<file path="src/rtl/catcore_proto_pkg.sv">
// CatCore 18-byte command protocol: frame geometry, opcodes, FSM encodings
// and the byte-slice helper shared by the initiator and its receiver.
package catcore_proto_pkg;

  localparam int FRAME_BYTES  = 18;
  localparam int FRAME_BITS   = FRAME_BYTES * 8;
  localparam int PAYLOAD_BITS = (FRAME_BYTES - 2) * 8;

  localparam logic [7:0] OP_SEND_TX     = 8'h40;  // "@"
  localparam logic [7:0] OP_SHOOT_FLAGS = 8'h41;  // "A"
  localparam logic [7:0] OP_AES_KEY     = 8'h42;  // "B"
  localparam logic [7:0] OP_AES_PT      = 8'h43;  // "C"
  localparam logic [7:0] OP_PRIV_EXEC   = 8'h44;  // "D"

  localparam logic [7:0] HYPER_SUB_A = 8'h41;
  localparam logic [7:0] HYPER_SUB_B = 8'h42;

  typedef enum logic [2:0] {
    ST_IDLE,
    ST_START,
    ST_DATA,
    ST_STOP,
    ST_WAIT_RESP
  } init_state_e;

  typedef enum logic [1:0] {
    RX_IDLE,
    RX_START,
    RX_DATA,
    RX_STOP
  } rx_state_e;

  function automatic logic [7:0] byte_slice(input logic [FRAME_BITS-1:0] frame,
                                            input logic [4:0]            idx);
    return frame[{idx, 3'b000} +: 8];
  endfunction

endpackage

</file>
<file path="src/rtl/catcore_cmd_initiator_if.sv">
// Command/response bundle between the badge interconnect (master) and the
// CatCore command initiator (slave).
interface catcore_cmd_initiator_if;

  logic                                     cmd_valid;
  logic                                     cmd_ready;
  logic [7:0]                               cmd_opcode;
  logic [catcore_proto_pkg::PAYLOAD_BITS-1:0] cmd_payload;
  logic                                     expect_resp;
  logic                                     busy;
  logic                                     resp_valid;
  logic [catcore_proto_pkg::FRAME_BITS-1:0]   resp_data;
  logic                                     resp_timeout;

  modport master (
    output cmd_valid, cmd_opcode, cmd_payload, expect_resp,
    input  cmd_ready, busy, resp_valid, resp_data, resp_timeout
  );

  modport slave (
    input  cmd_valid, cmd_opcode, cmd_payload, expect_resp,
    output cmd_ready, busy, resp_valid, resp_data, resp_timeout
  );

endinterface

</file>
<file path="src/rtl/catcore_cmd_initiator_uart_rx_8n1.sv">
// 8N1 UART receiver: two-flop synchronizer, qualified start detect, mid-bit
// sampling and stop-bit framing check; emits a byte with a one-cycle valid.
module uart_rx_8n1
  import catcore_proto_pkg::*;
#(
  parameter int BIT_CYCLES = 10752
) (
  input  logic       clk,
  input  logic       reset,
  input  logic       rx_i,
  output logic [7:0] byte_o,
  output logic       valid_o
);

  localparam int            CW        = $clog2(BIT_CYCLES + 1);
  localparam logic [CW-1:0] HALF_LAST = CW'(BIT_CYCLES / 2 - 1);
  localparam logic [CW-1:0] BIT_LAST  = CW'(BIT_CYCLES - 1);

  // sync_q[1] is the synchronized line, sync_q[2] its previous value.
  logic [2:0]    sync_q;
  rx_state_e     state_q;
  logic [CW-1:0] cnt_q;
  logic [2:0]    bit_q;
  logic [7:0]    shift_q;
  logic [7:0]    byte_q;
  logic          valid_q;
  logic          rx_s;
  logic          rx_prev;

  assign rx_s    = sync_q[1];
  assign rx_prev = sync_q[2];
  assign byte_o  = byte_q;
  assign valid_o = valid_q;

  always_ff @(posedge clk) begin
    if (reset) begin
      sync_q  <= 3'b111;
      state_q <= RX_IDLE;
      cnt_q   <= '0;
      bit_q   <= '0;
      shift_q <= '0;
      byte_q  <= '0;
      valid_q <= 1'b0;
    end else begin
      sync_q  <= {sync_q[1:0], rx_i};
      valid_q <= 1'b0;
      case (state_q)
        RX_IDLE: begin
          cnt_q <= '0;
          if (rx_prev && !rx_s) state_q <= RX_START;
        end
        RX_START: begin
          if (cnt_q == HALF_LAST) begin
            cnt_q   <= '0;
            bit_q   <= '0;
            // A line that is high again at mid-start was only a glitch.
            state_q <= rx_s ? RX_IDLE : RX_DATA;
          end else begin
            cnt_q <= cnt_q + 1'b1;
          end
        end
        RX_DATA: begin
          if (cnt_q == BIT_LAST) begin
            cnt_q   <= '0;
            shift_q <= {rx_s, shift_q[7:1]};
            bit_q   <= bit_q + 1'b1;
            if (bit_q == 3'd7) state_q <= RX_STOP;
          end else begin
            cnt_q <= cnt_q + 1'b1;
          end
        end
        RX_STOP: begin
          if (cnt_q == BIT_LAST) begin
            cnt_q   <= '0;
            state_q <= RX_IDLE;
            if (rx_s) begin
              byte_q  <= shift_q;
              valid_q <= 1'b1;
            end
          end else begin
            cnt_q <= cnt_q + 1'b1;
          end
        end
        default: state_q <= RX_IDLE;
      endcase
    end
  end

endmodule

</file>
<file path="src/rtl/catcore_cmd_initiator.sv">
// Host-side CatCore initiator: frames opcode+payload+opcode, sends it 8N1
// (byte 17 first) and optionally collects an 18-byte response with timeout.
module catcore_cmd_initiator
  import catcore_proto_pkg::*;
#(
  parameter int BIT_CYCLES   = 10752,
  parameter int RESP_TIMEOUT = 10_334_000
) (
  input  logic                   clk,
  input  logic                   reset,
  catcore_cmd_initiator_if.slave cmd,
  output logic                   tx,
  input  logic                   rx
);

  localparam int             BCW      = $clog2(BIT_CYCLES + 1);
  localparam logic [BCW-1:0] BIT_LAST = BCW'(BIT_CYCLES - 1);
  localparam int             TOW      = $clog2(RESP_TIMEOUT + 1);
  localparam logic [TOW-1:0] TO_LAST  = TOW'(RESP_TIMEOUT - 1);
  localparam logic [4:0]     LAST_IDX = 5'(FRAME_BYTES - 1);

  init_state_e           state_q;
  logic [FRAME_BITS-1:0] frame_q;
  logic                  expect_q;
  logic [4:0]            byte_idx_q;
  logic [2:0]            bit_idx_q;
  logic [7:0]            tx_byte_q;
  logic [BCW-1:0]        cyc_q;
  logic                  tx_q;
  logic [4:0]            resp_cnt_q;
  logic [TOW-1:0]        to_cnt_q;
  logic [FRAME_BITS-1:0] resp_shift_q;
  logic [FRAME_BITS-1:0] resp_data_q;
  logic                  resp_valid_q;
  logic                  resp_timeout_q;

  logic                  rx_valid;
  logic [7:0]            rx_byte;
  logic [FRAME_BITS-1:0] resp_shift_next;

  uart_rx_8n1 #(
    .BIT_CYCLES(BIT_CYCLES)
  ) u_rx (
    .clk    (clk),
    .reset  (reset),
    .rx_i   (rx),
    .byte_o (rx_byte),
    .valid_o(rx_valid)
  );

  // Newest byte lands at byte 17 so the first received byte ends at byte 0.
  assign resp_shift_next = {rx_byte, resp_shift_q[FRAME_BITS-1:8]};

  assign tx               = tx_q;
  assign cmd.cmd_ready    = (state_q == ST_IDLE);
  assign cmd.busy         = (state_q != ST_IDLE);
  assign cmd.resp_valid   = resp_valid_q;
  assign cmd.resp_data    = resp_data_q;
  assign cmd.resp_timeout = resp_timeout_q;

  always_ff @(posedge clk) begin
    if (reset) begin
      state_q        <= ST_IDLE;
      frame_q        <= '0;
      expect_q       <= 1'b0;
      byte_idx_q     <= '0;
      bit_idx_q      <= '0;
      tx_byte_q      <= '0;
      cyc_q          <= '0;
      tx_q           <= 1'b1;
      resp_cnt_q     <= '0;
      to_cnt_q       <= '0;
      resp_shift_q   <= '0;
      resp_data_q    <= '0;
      resp_valid_q   <= 1'b0;
      resp_timeout_q <= 1'b0;
    end else begin
      resp_valid_q   <= 1'b0;
      resp_timeout_q <= 1'b0;
      case (state_q)
        ST_IDLE: begin
          tx_q <= 1'b1;
          if (cmd.cmd_valid) begin
            frame_q    <= {cmd.cmd_opcode, cmd.cmd_payload, cmd.cmd_opcode};
            expect_q   <= cmd.expect_resp;
            byte_idx_q <= LAST_IDX;
            tx_byte_q  <= cmd.cmd_opcode;
            cyc_q      <= '0;
            tx_q       <= 1'b0;
            state_q    <= ST_START;
          end
        end
        ST_START: begin
          if (cyc_q == BIT_LAST) begin
            cyc_q     <= '0;
            bit_idx_q <= '0;
            tx_q      <= tx_byte_q[0];
            tx_byte_q <= {1'b0, tx_byte_q[7:1]};
            state_q   <= ST_DATA;
          end else begin
            cyc_q <= cyc_q + 1'b1;
          end
        end
        ST_DATA: begin
          if (cyc_q == BIT_LAST) begin
            cyc_q <= '0;
            if (bit_idx_q == 3'd7) begin
              tx_q    <= 1'b1;
              state_q <= ST_STOP;
            end else begin
              bit_idx_q <= bit_idx_q + 1'b1;
              tx_q      <= tx_byte_q[0];
              tx_byte_q <= {1'b0, tx_byte_q[7:1]};
            end
          end else begin
            cyc_q <= cyc_q + 1'b1;
          end
        end
        ST_STOP: begin
          if (cyc_q == BIT_LAST) begin
            cyc_q <= '0;
            if (byte_idx_q == 5'd0) begin
              resp_cnt_q <= '0;
              to_cnt_q   <= '0;
              state_q    <= expect_q ? ST_WAIT_RESP : ST_IDLE;
            end else begin
              byte_idx_q <= byte_idx_q - 5'd1;
              tx_byte_q  <= byte_slice(frame_q, byte_idx_q - 5'd1);
              tx_q       <= 1'b0;
              state_q    <= ST_START;
            end
          end else begin
            cyc_q <= cyc_q + 1'b1;
          end
        end
        ST_WAIT_RESP: begin
          // A good byte outranks a timeout landing on the same cycle.
          if (rx_valid) begin
            resp_shift_q <= resp_shift_next;
            to_cnt_q     <= '0;
            if (resp_cnt_q == LAST_IDX) begin
              resp_data_q  <= resp_shift_next;
              resp_valid_q <= 1'b1;
              state_q      <= ST_IDLE;
            end else begin
              resp_cnt_q <= resp_cnt_q + 1'b1;
            end
          end else if (to_cnt_q == TO_LAST) begin
            resp_timeout_q <= 1'b1;
            state_q        <= ST_IDLE;
          end else begin
            to_cnt_q <= to_cnt_q + 1'b1;
          end
        end
        default: state_q <= ST_IDLE;
      endcase
    end
  end

endmodule

</file>
<file path="src/flat_wrapper.sv">
// flat-port wrapper written by rule: the top's interface ports become plain ports
module catcore_cmd_initiator_flat import catcore_proto_pkg::*;
#(
  parameter int BIT_CYCLES   = 10752,
  parameter int RESP_TIMEOUT = 10_334_000
)
  (clk, reset, tx, rx, cmd_cmd_valid, cmd_cmd_opcode, cmd_cmd_payload, cmd_expect_resp, cmd_cmd_ready, cmd_busy, cmd_resp_valid, cmd_resp_data, cmd_resp_timeout);
  catcore_cmd_initiator_if cmd_i ();
  input  logic clk;
  input  logic reset;
  output logic tx;
  input  logic rx;
  input wire logic [$bits(cmd_i.cmd_valid)-1:0] cmd_cmd_valid;
  input wire logic [$bits(cmd_i.cmd_opcode)-1:0] cmd_cmd_opcode;
  input wire logic [$bits(cmd_i.cmd_payload)-1:0] cmd_cmd_payload;
  input wire logic [$bits(cmd_i.expect_resp)-1:0] cmd_expect_resp;
  output wire logic [$bits(cmd_i.cmd_ready)-1:0] cmd_cmd_ready;
  output wire logic [$bits(cmd_i.busy)-1:0] cmd_busy;
  output wire logic [$bits(cmd_i.resp_valid)-1:0] cmd_resp_valid;
  output wire logic [$bits(cmd_i.resp_data)-1:0] cmd_resp_data;
  output wire logic [$bits(cmd_i.resp_timeout)-1:0] cmd_resp_timeout;
  assign cmd_i.cmd_valid = cmd_cmd_valid;
  assign cmd_i.cmd_opcode = cmd_cmd_opcode;
  assign cmd_i.cmd_payload = cmd_cmd_payload;
  assign cmd_i.expect_resp = cmd_expect_resp;
  assign cmd_cmd_ready = cmd_i.cmd_ready;
  assign cmd_busy = cmd_i.busy;
  assign cmd_resp_valid = cmd_i.resp_valid;
  assign cmd_resp_data = cmd_i.resp_data;
  assign cmd_resp_timeout = cmd_i.resp_timeout;
  catcore_cmd_initiator #(.BIT_CYCLES(BIT_CYCLES), .RESP_TIMEOUT(RESP_TIMEOUT)) u_core (.clk(clk), .reset(reset), .cmd(cmd_i), .tx(tx), .rx(rx));
endmodule
</file>
<file path="config.mk">
export PLATFORM = sky130hd
export DESIGN_NAME = catcore_cmd_initiator_flat
export DESIGN_NICKNAME = d
export VERILOG_FILES = /design/src/rtl/catcore_proto_pkg.sv /design/src/rtl/catcore_cmd_initiator_if.sv /design/src/rtl/catcore_cmd_initiator_uart_rx_8n1.sv /design/src/rtl/catcore_cmd_initiator.sv /design/src/flat_wrapper.sv
export SDC_FILE = /design/constraint.sdc
export NUM_CORES = 1
export LEC_CHECK = 0
export BUFFER_PORTS_ARGS = -buffer_cell sky130_fd_sc_hd__buf_4
export CAP_MARGIN = 5
export CORE_ASPECT_RATIO = 0.5
export CORE_MARGIN = 2
export CORE_UTILIZATION = 30
export CTS_BUF_LIST = sky130_fd_sc_hd__clkbuf_16
export DETAILED_ROUTE_END_ITERATION = 10
export PLACE_DENSITY = 0.52
export SETUP_SLACK_MARGIN = 0.5
export SLEW_MARGIN = 20
export SYNTH_ARGS = -nofsm -noshare
export SYNTH_HDL_FRONTEND = slang
export SYNTH_SLANG_ARGS = --single-unit
export TNS_END_PERCENT = 50
</file>
<file path="constraint.sdc">
create_clock -name clk -period 4.85 [get_ports clk]
set_input_delay 0.485 -clock clk [delete_from_list [all_inputs] [get_ports clk]]
set_output_delay 0.485 -clock clk [all_outputs]
set_load 0.02 [all_outputs]
</file>
### Word level (Yosys, flattened, before mapping)

Cells that the tools add are included.
W data, S select, Z words.

| operators by class | value |
|---|---|
| reduce and logical (&&, ||, !) cells | 32 |
| add/sub/neg operators | 7 |
| equality and inequality tests | 32 |
| mux-type cells | 62 |
| shift-type cells | 1 |
| bitwise operators | 4 |

Operator list:

| cell | number |
|---|---|
| $shiftx A144 B9 Y8 | 1 |
| $mux W24 | 4 |
| $mux W14 | 4 |
| $mux W8 | 6 |
| $pmux W24 S2 | 1 |
| $mux W3 | 15 |
| $pmux W14 S3 | 1 |
| $mux W5 | 7 |
| $pmux W8 S4 | 1 |
| $add A14 B1 Y14 const B | 2 |
| $eq A14 B14 Y1 const B | 2 |
| $pmux W14 S2 | 1 |
| $add A24 B1 Y24 const B | 1 |
| $eq A24 B24 Y1 const B | 1 |
| $ne A2 B2 Y1 const B | 10 |
| $pmux W5 S2 | 2 |
| $pmux W3 S5 | 1 |
| $reduce_and A5 Y1 | 3 |
| $eq A14 B13 Y1 const B | 1 |
| $reduce_and A7 Y1 | 2 |
| $mux W2 | 6 |
| $pmux W3 S2 | 2 |
| $reduce_and A4 Y1 | 3 |
| $reduce_or A3 Y1 | 4 |
| other kinds (27) | 57 |

| word-level totals | value |
|---|---|
| output and inout port bits | 149 |
| register bits | 537 |
| logic and storage cells | 159 |
| input bits | 141 |

### Logic depth before layout (Yosys ltp)

Gate-level depths: netlist of the first run.

| depth | value |
|---|---|
| depth in word-level cells | 5 |
| mapped depth | 13 |

### Modules after synthesis

Synthesis of the first run repeated with hierarchy kept, for this count alone.

| unflattened totals | value |
|---|---|
| cells, all modules | 2497 |
| area, all modules | 20427.1 µm² |

Modules (own cells, without submodules):

| module | area each (µm²) | instances | cells an instance |
|---|---|---|---|
| catcore_cmd_initiator | 18753.0 | 1 | 2331 |
| uart_rx_8n1 | 1674.1 | 1 | 166 |

### Worst setup path before layout of the first run

Ideal clock, no wire load.

| timing path | value |
|---|---|
| path type | register to register |
| start point | register u_core.byte_idx_q[0] |
| end point | register u_core.tx_byte_q[0] |
| arrival | 2.818 ns |
| clock period less this slack | 2.946 ns |
| data required time | 4.722 ns |
| cell stages (with the launch flop) | 14 |
| path buffers | 5 |
| setup slack | 1.904 ns |
| path through | dfxtp_1 > buf_2 > buf_2 > buf_4 > inv_1 > ha_1 > buf_2 > clkbuf_1 > mux4_2 > mux2_2 > nand4_1 > o2111ai_1 > mux2i_1 > nor2_1 |

| on the way | value |
|---|---|
| longest elaborated chain between the ends | 5 |

RTL lines:

| what | RTL line | source |
|---|---|---|
| from (decl) | catcore_cmd_initiator.sv:25 | `logic [4:0] byte_idx_q;` |
| from (signal assigned) | catcore_cmd_initiator.sv:127 | `byte_idx_q <= byte_idx_q - 5'd1;` |
| $sub A5 B1 Y5 | catcore_cmd_initiator.sv:128 | `tx_byte_q <= byte_slice(frame_q, byte_idx_q - 5'd1);` |
| $shiftx A144 B9 Y8 | catcore_proto_pkg.sv:35 | `return frame[{idx, 3'b000} +: 8];` |
| $mux W8 | catcore_cmd_initiator.sv:122 | `if (byte_idx_q == 5'd0) begin` |
| $mux W8 | catcore_cmd_initiator.sv:120 | `if (cyc_q == BIT_LAST) begin` |
| $pmux W8 S4 | catcore_cmd_initiator.sv:80 | `case (state_q)` |
| to (signal assigned) | catcore_cmd_initiator.sv:87 | `tx_byte_q <= cmd.cmd_opcode;` |
| to (signal assigned) | catcore_cmd_initiator.sv:98 | `tx_byte_q <= {1'b0, tx_byte_q[7:1]};` |
| to (signal assigned) | catcore_cmd_initiator.sv:128 |  |
| to (decl) | catcore_cmd_initiator.sv:27 | `logic [7:0] tx_byte_q;` |

Several ways; a longest one is shown, not always the timed one. The select of a mux whose other input is x is not followed.
A chain may end at the register's enable or synchronous reset.

### Worst setup path after layout of the first run

| timing path | value |
|---|---|
| start point | register u_core.state_q[1] |
| end point | register u_core.resp_shift_q[77] |

| on the way | value |
|---|---|
| longest elaborated chain between the ends | 2 |

RTL lines:

| what | RTL line | source |
|---|---|---|
| from (decl) | catcore_cmd_initiator.sv:22 | `init_state_e state_q;` |
| from (signal assigned) | catcore_cmd_initiator.sv:125 | `state_q <= expect_q ? ST_WAIT_RESP : ST_IDLE;` |
| $eq A3 B3 Y1 | catcore_cmd_initiator.sv:80 |  |
| $reduce_and A2 Y1 (no source line) | n/a |  |
| to (signal assigned) | catcore_cmd_initiator.sv:139 | `resp_shift_q <= resp_shift_next;` |
| to (decl) | catcore_cmd_initiator.sv:32 | `logic [FRAME_BITS-1:0] resp_shift_q;` |

No other way between the ends.

==> results of run 1 <==
synthesized netlist by cell type, types with 4 or more instances:
master,count,share of area [%]
inv_1,16,0.30
mux2_2,13,0.72
xor2_1,22,0.95
a21oi_1,467,11
o2111ai_1,6,0.26
buf_4,6,0.22
buf_2,19,0.47
buf_6,5,0.28
nor4_1,8,0.25
nor2_1,85,1.6
o21ai_0,16,0.39
a22oi_1,10,0.37
dfxtp_1,521,51
nand4b_1,4,0.17
o211ai_1,5,0.18
mux2i_1,20,0.98
nor3_1,17,0.42
ha_1,10,0.62
and2_1,4,0.12
or4_1,9,0.33
xnor2_1,14,0.60
nand2_1,898,17
clkbuf_1,143,2.6
nand3_1,23,0.57
and3_1,7,0.22
or2_2,7,0.22
nand3b_1,5,0.18
or3_1,15,0.46
nor3b_1,5,0.18
nand2b_1,6,0.18
mux4_2,32,3.5
nand4_1,23,0.71
state kept, by name, summed over array words and instances (netlist names), named ones only:
name                     flops
u_core.cmd.resp_data       144
u_core.cyc_q                14
u_core.byte_idx_q            5
u_core.bit_idx_q             3
u_core.expect_q              1
u_core.cmd.resp_valid        1
u_core.frame_q             136
u_core.tx_byte_q             8
u_core.u_rx.shift_q          8
u_core.tx                    1
u_core.state_q               3
u_core.resp_shift_q        136
u_core.u_rx.sync_q           3
u_core.u_rx.byte_o           8
u_core.cmd.resp_timeout      1
u_core.resp_cnt_q            5
u_core.u_rx.cnt_q           14
u_core.u_rx.valid_o          1
u_core.u_rx.bit_q            3
u_core.to_cnt_q             24
u_core.u_rx.state_q          1
stage by stage:
stage,power (mW),setup WS [ns],hold slack (ns),area (um^2)
5_1_grt,10.93,1.673,0.06214,24740
3_5_place_dp,6.551,2.005,0.4005,23110
6_report,10.41,2.003,0.08201,24740
3_3_place_gp,6.527,2.012,0.4029,23110
4_1_cts,10.57,2.008,0.04031,24740
2_1_floorplan,6.021,1.904,0.3895,20330
final timing paths:
kind,from,to,cells past startpoint
worst max-delay path,u_core.state_q[1],u_core.resp_shift_q[77],6
worst min-delay path,rx,u_core.u_rx.sync_q[0],2
worst max register to register,u_core.state_q[1],u_core.resp_shift_q[77],6
worst min register to register,u_core.u_rx.sync_q[0],u_core.u_rx.sync_q[1],1
worst max-delay path, cell delays in order (launching register included):
cell and delay [ns]:
dfxtp_1 0.68, nor2_1 0.21, nand3_4 0.17, buf_4 0.63, buf_4 0.73, nand2_1 0.13
a21oi_1 0.16
layer usage:
metal	global-route usage, %	up-vias	part of all wire, %	routed length [um]
li1	-	8679	-	-
met1	21.74	8018	48	26880
met2	25.30	262	47	26320
met3	2.480	90	3.4	1939
met4	4.094	0	2.4	1334
met5	0	-	0	0
kinds of logic (layout without fill, tap and decap cells):
group	count (synthesis)	after routing	synth area share, %
simple gates	1143	1143	23.55
buf+inv	196	414	4.204
fa+ha+maj	10	10	0.6156
mux	65	65	5.251
xor+xnor	36	36	1.551
compound gates	525	525	13.52
flops	521	521	51.31
report_power, final:
group	total, mW	switching [mW]	internal, mW
combinational	1.71	1.05	0.666
sequential	4.71	0.181	4.53
clock	3.98	1.74	2.25
final cells by class:
cell class / instances / area, um^2 / share of cell area [%]
sequential: 521 / 10430 / 42.18
multi-input combinational: 1779 / 9087 / 36.74
timing repair buffer: 310 / 2410 / 9.743
clock buffer: 50 / 1251 / 5.058
tap: 897 / 1122 / 4.537
clock inverter: 38 / 370.4 / 1.497
inverter: 16 / 60.06 / 0.2428
==> impl_results.md, run 1 <==
* Outcome: complete, no violations
* Syn Nets at around 2.6k
* Reg2reg setup slack at approximately 2.0 ns
* Syn-to-layout area delta at 21.69%
* RSZ-0062 raised after global routing: no
* Slew Limit Fails at 0
* Post-CTS Setup Inserts at 0
* Post-CTS Resized at 0
* Initial Util at between 30% and 40%
* Layout Nets at about 2.8k
* Least-Margin Pin Slew at around 1.1 ns
* Commonest non-fill, non-tap cell in the layout: nand2_1
* Die area at 69980 um^2
* First-pass GRT wire length at between 80000 and 90000 um
* Clock-pin slew reported for the worst setup and hold paths after clock tree synthesis at around 0.070 ns
* Post-detail-place hpwl at roughly 37000 um
* Crit path capture type: flip-flop
* Top FF cell, synth: dfxtp_1
* Fmax at ~350 MHz
* Root Buffer: clkbuf_16
* Drt via density at 4.721
* Residual DRC at 0
* Pwr per Cell Area at around 420 nW/um^2
* Cells after Synth at 2496
* Vias in the first global route at roughly 16k
* Layout cells sized above 1 at between 15 and 20%
* Asr flop ratio synth at 0%
* Number of flops mapped to enable cells by yosys at 0
* Synth Register Bits at 521
* CTS Sinks at 521
* Max clock buf depth at 3
* CTS tree: done
* Final std cells w/o fill at between 3k and 4k
* Crit path time final at 2.847 ns
* Netlist Area Pre-Place at 20330 um^2
* Final hold vios at 0
* Final setup fails at 0
* Seq/Total Area, Yosys at between 50% and 60%
* Startpoint types: flip-flop
* Routed len/inst at 15.64 um
* H-tree levels at 2
* Cts hold-fix bufs at 0
* GRT overflow at 0
* Syn avg cell area at just over 8 um^2
* Final WL at about 56000 um
* Routed via count at approximately 17k
* Period utilization at about three fifths
* Gp weighted congestion at 0.7869
* # rows at 67
* Setup TNS at 0 ns
* Initial antenna violation count at 0
* Overall die height at 188.1 um
* Largest net degree at the start of global routing at between 150 and 200
* Crit path DAT at about 3.4 ns
* Fin util at between 30 and 40%
* Worst vdd ir at 0.0002383 V
* I/O pin count at 290
* Number of port buffers at 289
* Rel. slew slack at about 29%
* Clock Skew at 0.01646 ns
* CP required at approximately 5.4 ns
* Core ar. at about 67000 um^2
* TritonCTS Buffers at slightly below 50
* WS Path Type: reg2reg
* Most frequent cells in the layout: nand2_1, dfxtp_1, a21oi_1, buf_4, nor2_1
* Max Cap Viol at 0
* Post-synth cell types at approximately 70
* Critical path peak fanout at between 60 and 70
* Placed cells at around 3.5k
* GRT Total Usage at 15.68%
* Synth Warn # at 0
* Leak at 8.792 nW
* Antenna Cells at 0
* Iteration-0 DRC count of the detailed router at between 1k and 1.5k
* Hold Path Class: in2reg
* DR pass1 iterations at 5
* Die width at about 370 um
* DRT antenna net count at 0
* Clk Latency, worst-skew pair at slightly below 0.6 ns
* Filler cells at ~7k
(Power assumes the default switching activity.)
==> inputs of run 2 (changes only) <==
clock period = 2.8 ns   (was 4.85 ns; I/O delays follow)
==> run 2 against run 1 <==
  * Count of clock-buffer cells in the layout grew 1
  * Non-clock buffer count grew 180
  * Final cell count grew 5.0%
  * Largest power group unchanged
  * Design area grew 7.8%
  * Register-to-register slack lost 1.4 ns
  * Core utilization grew 2.9 points
==> impl_results.md, run 2 (synthesis gave the netlist of run 1 again) <==
* Outcome: complete, no violations (unchanged)
* Max clock buf depth at 3 (unchanged)
* Pwr Total at 18.05 mW (was 10.41 mW)
* First-pass GRT wire length at 92750 um (was 89490 um)
* Crit path DAT at 2.77 ns (was 3.35 ns)
* # rows at 67 (unchanged)
* Initial antenna violation count at 0 (unchanged)
* Layout Nets at 3011 (was 2828)
* Routed len/inst at 15.48 um (was 15.64 um)
* Residual DRC at 0 (unchanged)
* Post-detail-place hpwl at 36460 um (was 36880 um)
* Slew Limit Fails at 0 (unchanged)
* Clock Skew at 0.01971 ns (was 0.01646 ns)
* Crit path time final at 2.244 ns (was 2.847 ns)
* CTS Sinks at 521 (unchanged)
* GRT Total Usage at 16.25% (was 15.68%)
* FF-to-FF path depth at 6 (unchanged)
* Syn-to-layout area delta at 31.15% (was 21.69%)
* Clock-pin slew reported for the worst setup and hold paths after clock tree synthesis at 0.06 ns (was 0.07 ns)
* Startpoint types: flip-flop (unchanged)
* Worst vdd ir at 0.0004553 V (was 0.0002383 V)
* Drt via density at 4.681 (was 4.721)
* TritonCTS Buffers at 49 (unchanged)
* Rel. slew slack at 45.69% (was 29.02%)
* Final std cells w/o fill at 3791 (was 3611)
* CP required at 3.32 ns (was 5.35 ns)
* Root Buffer: clkbuf_16 (unchanged)
* Commonest non-fill, non-tap cell in the layout: nand2_1 (unchanged)
* Final setup fails at 0 (unchanged)
* Placed cells at 3543 (was 3523)
* Pwr per Cell Area at 677.1 nW/um^2 (was 420.8 nW/um^2)
* H-tree levels at 2 (unchanged)
* DR pass1 iterations at 5 (unchanged)
* Fin util at 39.80% (was 36.93%)
* Clk Latency, worst-skew pair at 0.59 ns (was 0.58 ns)
* Number of port buffers at 289 (unchanged)
* CP endpoint: u_core.to_cnt_q[20] (was u_core.resp_shift_q[77])
* Leak at 9.630 nW (was 8.792 nW)
* Max Cap Viol at 0 (unchanged)
* Initial Util at 30.35% (unchanged)
* Fmax at 445.6 MHz (was 351.3 MHz)
* GRT overflow at 0 (unchanged)
* Final hold vios at 0 (unchanged)
* Setup TNS at 0 ns (unchanged)
* Overall die height at 188.1 um (unchanged)
* Crit path capture type: flip-flop (unchanged)
* Critical path peak fanout at 6 (was 69)
* Largest net degree at the start of global routing at 138 (was 160)
* DRT antenna net count at 0 (unchanged)
* Routed via count at 17.75k (was 17.05k)
* Reg2Reg Capture Point: u_core.to_cnt_q[20] (was u_core.resp_shift_q[77])
* Crit. Startpoint: u_core.to_cnt_q[3] (was u_core.state_q[1])
* Final WL at 58680 um (was 56480 um)
* Layout cells sized above 1 at 17.86% (was 17.02%)
* RSZ-0062 raised after global routing: yes (was no)
* R2R Path Start: u_core.to_cnt_q[3] (was u_core.state_q[1])
* Die width at 372.1 um (unchanged)
* Gp weighted congestion at 0.7888 (was 0.7869)
* Filler cells at 6854 (was 7002)
* WS Path Type: reg2reg (unchanged)
* Most frequent cells in the layout: nand2_1, dfxtp_1, a21oi_1, buf_4, dlygate4sd3_1 (was nand2_1, dfxtp_1, a21oi_1, buf_4, nor2_1)
* I/O pin count at 290 (unchanged)
* Antenna Cells at 0 (unchanged)
* Die area at 69980 um^2 (unchanged)
* Hold Path Class: in2reg (unchanged)
* Least-Margin Pin Slew at 0.7941 ns (was 1.061 ns)
* Period utilization at 80.15% (was 58.70%)
* CTS tree: done (unchanged)
* Iteration-0 DRC count of the detailed router at 1192 (was 1181)
* Max FFs per register at 144 (unchanged)
* Core ar. at 66980 um^2 (unchanged)
* Vias in the first global route at 17.08k (was 16.13k)
* Reg2reg setup slack at 0.56 ns (was 2.00 ns)
* Worst hold slack at 0.1310 ns (was 0.08201 ns)
==> run 2: changes by cell type in the layout (fill, tap and decap cells not counted), moves of 3 or more <==
cell           delta
bufinv_16         -5
buf_12           +10
clkinv_1          +4
dlygate4sd3_1   +138
clkinv_2          -4
nand3_4           +3
buf_4            +27
==> run 2: critical path, cell delays in order (launching register included) <==
cell and delay (ns):
dfxtp_1 0.44, and4_4 0.29, nand3_2 0.11, or3_1 0.42, or4_1 0.46, or4_1 0.41
nand2_1 0.07
==> run 2: repair_timing <==
item                                    4_1_cts  5_1_grt
setup buffers                                14        7
endpoints found under the setup margin      170       63
pin swaps                                     4        7
resized for setup                             7       24
hold buffers                                138        0
gates cloned                                  2        2
hold endpoints to repair                    138        0
==> run 2: where the power goes <==
| group | internal [mW] | total [mW] | leakage [nW] | switching (mW) |
|---|---|---|---|---|
| Sequential | 7.85 | 8.12 | 4.22 | 0.265 |
| Clock | 3.46 | 6.39 | 0.765 | 2.94 |
| Combinational | 1.53 | 3.54 | 4.64 | 2.00 |
| Total | 12.8 | 18.0 | 9.63 | 5.20 |
==> run 2: worst min path at each step <==
stage	from	to	slack, ns	depth (start not counted)
2_1_floorplan	rx	u_core.u_rx.sync_q[0]	0.38	1
3_3_place_gp	u_core.u_rx.sync_q[0]	u_core.u_rx.sync_q[1]	0.41	1
3_5_place_dp	u_core.u_rx.sync_q[0]	u_core.u_rx.sync_q[1]	0.40	1
4_1_cts	cmd_cmd_valid	u_core.tx	0.1	4
5_1_grt	cmd_cmd_valid	u_core.tx	0.18	4
6_report	cmd_cmd_valid	u_core.tx	0.13	4
==> run 2: layout make-up <==
class                   count  area, um^2  area share [%]
clock inverters            34       201.4          0.7557
multi-input cells        1782        9259           34.73
repair buffers            490        4297           16.12
clock buffers              51        1276           4.788
inverters                  16       62.56          0.2347
well taps                 897        1122           4.210
flip-flops and latches    521       10440           39.16
==> run 2: routing by layer <==
metal | vias to the layer above | global-route usage [%] | wire, um
li1 | 9050 | - | -
met4 | 0 | 3.474 | 994
met5 | - | 0 | 0
met3 | 80 | 2.807 | 1989
met1 | 8349 | 21.78 | 27290
met2 | 266 | 27.30 | 28410
==> run 2: through the flow <==
stage,cell area [um^2],worst slack (ns)
floorplan,20440,0.3533
global placement,23380,0.2958
detailed placement,23380,0.2659
CTS,26460,0.4728
global route,26660,0.4510
finish,26660,0.5557
